==> src/rtl/frame_sched_pkg.sv <==
// Shared types and sizing for the frame request scheduler.
package frame_sched_pkg;

  localparam int PERIOD_W = 24;  // period, timeout and their counters
  localparam int FRAME_W  = 16;  // frame count and frames_done

  localparam int unsigned PERIOD_MIN_DEF    = 16;
  localparam int unsigned REQ_PULSE_LEN_DEF = 11;

  // One-hot scheduler states
  typedef enum logic [3:0] {
    ST_IDLE      = 4'b0001,
    ST_REQ       = 4'b0010,
    ST_WAIT_DONE = 4'b0100,
    ST_HOLDOFF   = 4'b1000
  } sched_state_e;

  // Frame period is never allowed below the configured minimum spacing
  function automatic logic [PERIOD_W-1:0] clamp_period(
    input logic [PERIOD_W-1:0] req_period,
    input logic [PERIOD_W-1:0] min_period
  );
    return (req_period < min_period) ? min_period : req_period;
  endfunction

endpackage

==> src/rtl/sched_edge_det.sv <==
// Rising-edge detector: level compared with its one-cycle delayed copy.
module sched_edge_det (
  input  logic clk_rxg,
  input  logic rst_rx_n,
  input  logic sig_i,
  output logic rise_o
);

  logic sig_q;

  // Keep last cycle's level so a 0->1 change shows up for one cycle
  always_ff @(posedge clk_rxg or negedge rst_rx_n) begin
    if (!rst_rx_n) sig_q <= 1'b0;
    else           sig_q <= sig_i;
  end

  assign rise_o = sig_i & ~sig_q;

endmodule

==> src/rtl/frame_req_scheduler.sv <==
// Frame request scheduler: issues fixed-length frame_req pulses at a
// programmed period, counts captured frames and stops on count, abort,
// enable drop or grab timeout.
module frame_req_scheduler
  import frame_sched_pkg::*;
#(
  parameter int unsigned PERIOD_MIN    = PERIOD_MIN_DEF,
  parameter int unsigned REQ_PULSE_LEN = REQ_PULSE_LEN_DEF
) (
  input  logic                clk_rxg,
  input  logic                rst_rx_n,
  input  logic                reg_sched_enable,
  input  logic                reg_sched_abort,
  input  logic [PERIOD_W-1:0] reg_frame_period,
  input  logic [FRAME_W-1:0]  reg_frame_count,
  input  logic [PERIOD_W-1:0] reg_grab_timeout,
  input  logic                training_done,
  input  logic                grab_done,
  output logic                frame_req,
  output logic [FRAME_W-1:0]  frames_done,
  output logic                sched_busy,
  output logic                sched_complete,
  output logic                sched_timeout
);

  localparam int PULSE_W = (REQ_PULSE_LEN > 1) ? $clog2(REQ_PULSE_LEN) : 1;
  localparam logic [PULSE_W-1:0]  PULSE_LAST = PULSE_W'(REQ_PULSE_LEN - 1);
  localparam logic [PERIOD_W-1:0] PERIOD_MIN_V = PERIOD_W'(PERIOD_MIN);
  localparam logic [PERIOD_W-1:0] ONE_P = PERIOD_W'(1);
  localparam logic [FRAME_W-1:0]  ONE_F = FRAME_W'(1);

  sched_state_e        state_q;
  logic                frame_req_q, busy_q, complete_q, timeout_q;
  logic [FRAME_W-1:0]  frames_done_q, count_q;
  logic [PERIOD_W-1:0] period_q, tmo_q, period_cnt_q, tmo_cnt_q;
  logic [PULSE_W-1:0]  pulse_cnt_q;
  logic                grab_seen_q;  // grab_done already arrived during REQ
  logic                armed_q;      // blocks a start on the first cycle out of reset
  logic                en_rise, abort_rise;

  sched_edge_det u_en_edge (
    .clk_rxg  (clk_rxg),
    .rst_rx_n (rst_rx_n),
    .sig_i    (reg_sched_enable),
    .rise_o   (en_rise)
  );

  sched_edge_det u_abort_edge (
    .clk_rxg  (clk_rxg),
    .rst_rx_n (rst_rx_n),
    .sig_i    (reg_sched_abort),
    .rise_o   (abort_rise)
  );

  // Scheduler FSM with its counters and registered outputs
  always_ff @(posedge clk_rxg or negedge rst_rx_n) begin
    if (!rst_rx_n) begin
      state_q       <= ST_IDLE;
      frame_req_q   <= 1'b0;
      busy_q        <= 1'b0;
      complete_q    <= 1'b0;
      timeout_q     <= 1'b0;
      frames_done_q <= '0;
      count_q       <= '0;
      period_q      <= '0;
      tmo_q         <= '0;
      period_cnt_q  <= '0;
      tmo_cnt_q     <= '0;
      pulse_cnt_q   <= '0;
      grab_seen_q   <= 1'b0;
      armed_q       <= 1'b0;
    end else begin
      armed_q    <= 1'b1;
      complete_q <= 1'b0;
      // Free-running saturating counters; REQ entry below overrides with 0
      if (period_cnt_q != '1) period_cnt_q <= period_cnt_q + ONE_P;
      if (tmo_cnt_q != '1)    tmo_cnt_q    <= tmo_cnt_q + ONE_P;

      if (abort_rise) begin
        // Abort beats everything, including a coincident grab_done
        state_q     <= ST_IDLE;
        frame_req_q <= 1'b0;
        busy_q      <= 1'b0;
      end else begin
        case (state_q)
          ST_IDLE: begin
            if (en_rise && training_done && armed_q) begin
              period_q      <= clamp_period(reg_frame_period, PERIOD_MIN_V);
              count_q       <= reg_frame_count;
              tmo_q         <= reg_grab_timeout;
              frames_done_q <= '0;
              timeout_q     <= 1'b0;
              state_q       <= ST_REQ;
              frame_req_q   <= 1'b1;
              busy_q        <= 1'b1;
              period_cnt_q  <= '0;
              tmo_cnt_q     <= '0;
              pulse_cnt_q   <= '0;
              grab_seen_q   <= 1'b0;
            end
          end
          ST_REQ: begin
            if (grab_done) begin
              frames_done_q <= frames_done_q + ONE_F;
              grab_seen_q   <= 1'b1;
            end
            if (pulse_cnt_q == PULSE_LAST) begin
              frame_req_q <= 1'b0;
              state_q     <= (grab_seen_q || grab_done) ? ST_HOLDOFF : ST_WAIT_DONE;
            end else begin
              pulse_cnt_q <= pulse_cnt_q + 1'b1;
            end
          end
          ST_WAIT_DONE: begin
            if (grab_done) begin
              frames_done_q <= frames_done_q + ONE_F;
              state_q       <= ST_HOLDOFF;
            end else if (tmo_q != '0 && tmo_cnt_q >= tmo_q - ONE_P) begin
              timeout_q <= 1'b1;
              state_q   <= ST_IDLE;
              busy_q    <= 1'b0;
            end
          end
          ST_HOLDOFF: begin
            if (period_cnt_q >= period_q - ONE_P) begin
              if (count_q != '0 && frames_done_q == count_q) begin
                complete_q <= 1'b1;
                state_q    <= ST_IDLE;
                busy_q     <= 1'b0;
              end else if (!reg_sched_enable) begin
                state_q <= ST_IDLE;
                busy_q  <= 1'b0;
              end else begin
                state_q      <= ST_REQ;
                frame_req_q  <= 1'b1;
                period_cnt_q <= '0;
                tmo_cnt_q    <= '0;
                pulse_cnt_q  <= '0;
                grab_seen_q  <= 1'b0;
              end
            end
          end
          default: begin
            state_q     <= ST_IDLE;
            frame_req_q <= 1'b0;
            busy_q      <= 1'b0;
          end
        endcase
      end
    end
  end

  assign frame_req      = frame_req_q;
  assign frames_done    = frames_done_q;
  assign sched_busy     = busy_q;
  assign sched_complete = complete_q;
  assign sched_timeout  = timeout_q;

endmodule

==> config.mk <==
export PLATFORM = sky130hd
export DESIGN_NAME = frame_req_scheduler
export DESIGN_NICKNAME = d
export VERILOG_FILES = /design/src/rtl/frame_sched_pkg.sv /design/src/rtl/sched_edge_det.sv /design/src/rtl/frame_req_scheduler.sv
export SDC_FILE = /design/constraint.sdc
export NUM_CORES = 1
export LEC_CHECK = 0
export BUFFER_PORTS_ARGS = -buffer_cell sky130_fd_sc_hd__clkbuf_2
export CORE_MARGIN = 4
export CORE_UTILIZATION = 55
export CTS_CLUSTER_DIAMETER = 60
export DETAILED_ROUTE_END_ITERATION = 7
export PLACE_DENSITY = 0.81
export RECOVER_POWER = 100
export SETUP_SLACK_MARGIN = 0.4
export SLEW_MARGIN = 25
export SYNTH_ARGS = -nofsm -noshare
export SYNTH_HDL_FRONTEND = slang
export SYNTH_SLANG_ARGS = --single-unit
==> constraint.sdc <==
create_clock -name clk_rxg -period 12.15 [get_ports clk_rxg]
set_input_delay 1.215 -clock clk_rxg [delete_from_list [all_inputs] [get_ports clk_rxg]]
set_output_delay 1.215 -clock clk_rxg [all_outputs]
set_load 0.03 [all_outputs]
==> flow_summary.yaml <==
routing:
  wl_mm: 19.70
  drcViolationCount: 0
  drtIter0Drc: 540
  firstDrtPassIters: 5
  wire_per_inst_um: 15.44
  vias: 7097
  via_per_inst: 5.562
  antenna_left: 0
setup_path:
  critPathBufInv: 2
  worstPathRequired_ps: 12360
  slowest_stage: "clkbuf_1"
  cp.depth: 17
  worstPathCellList: "inv_1 > ha_1 > nand2_1 > or2_2 > nand2b_1 > nor4_1 > nand2_1 > xor2_1 > ha_1 > nand4_1 > nor4_1 > nand4_1 > a31o_1 > nor3b_1 > nor3_4 > clkbuf_1 > nor3_1"
  r2r_cells: 17
  endpoint_kind: "flip-flop"
  criticalPathCategory: "reg2reg"
  critPathMaxStageDelay_ps: 1500
  start_kind: "flip-flop"
  path_max_fanout: 50
  arrival_ps: 5810
  crit_family: "simple AND/OR/NAND/NOR gates"
synthesis:
  synth_edf_count: 0
  synth_flop_cell: "dfrtp_1"
  synth_area_leader_cell: "dfrtp_1"
  synth.distinct_cells: 59
  synth_top_area_share_pct: 41.67
  ys_seq_area_share_pct: 41.97
  synth.area.top_cells: "dfrtp_1 42%, nand2_1 10%, ha_1 8.2%"
  syn_nets: 1097
  synth_cells: 971
  syn_area_sq_um: 8588
  ys_warn_count: 0
  synth_seq_cells: 144
  syn_avg_cell_area_sq_um: 8.845
  synth_most_common_cell: "nand2_1"
  ys_async_sr_fraction_pct: 100.0
  yosys-top-cells-count: "228 x nand2_1, 143 x dfrtp_1, 97 x nor2_1, 62 x xnor2_1, 56 x ha_1"
status:
  status: "finished with violations"
  violations: "max-capacitance violations, max-slew violations"
pwr:
  p_switching_w: 0.0008756
  p_sw_share_pct: 39.43
  power_frac_seq_pct: 40.6
  clkPwrFrac_pct: 23.1
  power_frac_comb_pct: 36.2
  ir_drop_mv: 0.1241
  total_power_w: 0.002221
  p_leak_nw: 4.489
  p_int_w: 0.001345
  p_per_area_nw_per_um2: 228.4
clocking:
  worstSkewPairLatency_ps: 420
  cts-root-buf: "clkbuf_16"
  clock-sinks: 144
  cts_tree: "built"
  path_clk_slew_ps: 60
  htree_num_levels: 4
  cts_max_path_buffers: 2
  post_cts_buffers: 0
  cts_hold_buf: 0
  cts_resized: 0
  cts_buffers: 17
sta:
  min_period_over_period_pct: 46.05
  fin_ws_ps: 6555
  rsz0062_at_grt: "no"
  clock_skew_ps: 7.666
  setup_viol: 0
  report.final.slew_viol_count: 211
  min_period_ps: 5595
  max_freq_mhz: 178.7
  fin_setup_tns_ps: 0
  hold_ws_ps: 477.6
  finalHoldViolCount: 0
  slew-limit-headroom_pct: -175.9
  tightest_slew_ps: 4138
job:
  cap_violations: 3
cells_and_area:
  design_area_sq_um: 9723
  nNetsFinal: 1179
  antenna_cells: 0
  drive_gt1_share_pct: 10.05
  syn2layout_area_growth_pct: 13.21
  fill_cells: 1276
floorplan:
  num_rows: 45
  io-pin-count: 90
  coreArea_sq_um: 15260
  die_area_sq_um: 17680
  die_h_um: 133.0
  die_w_um: 133.0
  start_util_pct: 56.29
hold_path:
  hold_depth: 1
  worstHoldPathType: "reg2reg"
global_routing:
  grt_pass1_vias: 7037
  track_usage_pct: 23.31
  grt_pass1_wl_mm: 33.81
  antenna_found_initial: 0
  grt_max_degree: 83
  grt_overflow_total: 0
place:
  place_hpwl_mm: 14.12
  gp_congestion: 0.8466
  post-place-ws_ps: 7852
  portBuffers: 89
  placed_cell_area_sq_um: 9226
-- logic make-up (layout without fill, tap and decap cells) --
family          after synthesis  in the layout  share of synthesized area, %
simple gates                521            521                         29.15
flops                       144            144                         41.97
xor+xnor                    113            113                         11.52
compound gates               88             88                         6.629
fa+ha+maj                    56             56                         8.158
buf+inv                      44            138                         2.025
mux                           4              4                        0.4953
other cells                   1              1                       0.04366
-- metrics by stage --
step                      instances  util (%)
after floorplan                 971         -
after global placement         1245     60.47
after detailed placement       1245     60.47
after CTS                      1276     64.27
after global routing           1276     63.72
final                          1276     63.72
-- sequential cells by signal (all words and copies together) (netlist names), 4 cells and up --
signal,cells
count_q,16
frames_done,16
period_cnt_q,24
period_q,24
pulse_cnt_q,4
state_q,4
tmo_cnt_q,24
tmo_q,24
-- routing by layer --
layer | up-vias | share of wire, % | GRT usage, %
li1 | 3518 | - | -
met5 | - | 0 | 0
met3 | 37 | 4.5 | 4.563
met1 | 3343 | 46 | 31.74
met4 | 0 | 2.1 | 7.506
met2 | 199 | 47 | 37.67
-- area by class of cell --
type	count	area, sq um	area share, %
well taps	211	264.0	2.715
inverters	14	52.55	0.5405
repair buffers	93	437.9	4.504
multi-input cells	783	4783	49.20
clock buffers	21	470.5	4.838
clock inverters	10	110.1	1.132
flip-flops and latches	144	3605	37.07
-- worst paths after layout --
check                                            from                    endpoint  slack [ps]
hold reg to reg            pulse_cnt_q[3]$_DFFE_PN0P_  pulse_cnt_q[3]$_DFFE_PN0P_         480
hold / removal             pulse_cnt_q[3]$_DFFE_PN0P_  pulse_cnt_q[3]$_DFFE_PN0P_         480
setup reg to reg              period_q[0]$_DFFE_PN0P_      tmo_cnt_q[0]$_DFF_PN0_        6560
max in group asynchronous                    rst_rx_n  period_cnt_q[16]$_DFF_PN0_        7410
setup / recovery              period_q[0]$_DFFE_PN0P_      tmo_cnt_q[0]$_DFF_PN0_        6560
min in group asynchronous                    rst_rx_n       tmo_q[19]$_DFFE_PN0P_        2250
-- power by group through the flow --
stage	logic [W]	clock network, W	registers (W)
finish	0.000804	0.000514	0.000903
global route	0.000930	0.000547	0.000934
CTS	0.000817	0.000523	0.000898
detailed placement	0.000806	0	0.000900
global placement	0.000764	0	0.000895
floorplan	0.000623	0	0.000845
-- cell usage in the layout, fill, tap and decap left out, types with 14 or more instances in the layout --
master / n
nand2_1: 228
dfrtp_1: 143
nor2_1: 96
clkbuf_2: 65
xnor2_1: 62
ha_1: 56
xor2_1: 51
nor3_1: 30
nand4_1: 28
clkbuf_1: 27
nor4_1: 26
a21oi_1: 26
nand3_1: 25
o21ai_0: 20
clkbuf_16: 17
inv_1: 14
and3_1: 14
-- worst reg2reg max path: cells and delay by family (launching register included) --
| kind | cells | cell delay [ps] |
|---|---|---|
| compound gates | 1 | 210 |
| xor+xnor | 1 | 180 |
| fa+ha+maj | 2 | 480 |
| buf+inv | 2 | 1600 |
| flops | 1 | 390 |
| simple gates | 11 | 2530 |
Power figures use the tool's default switching activity.
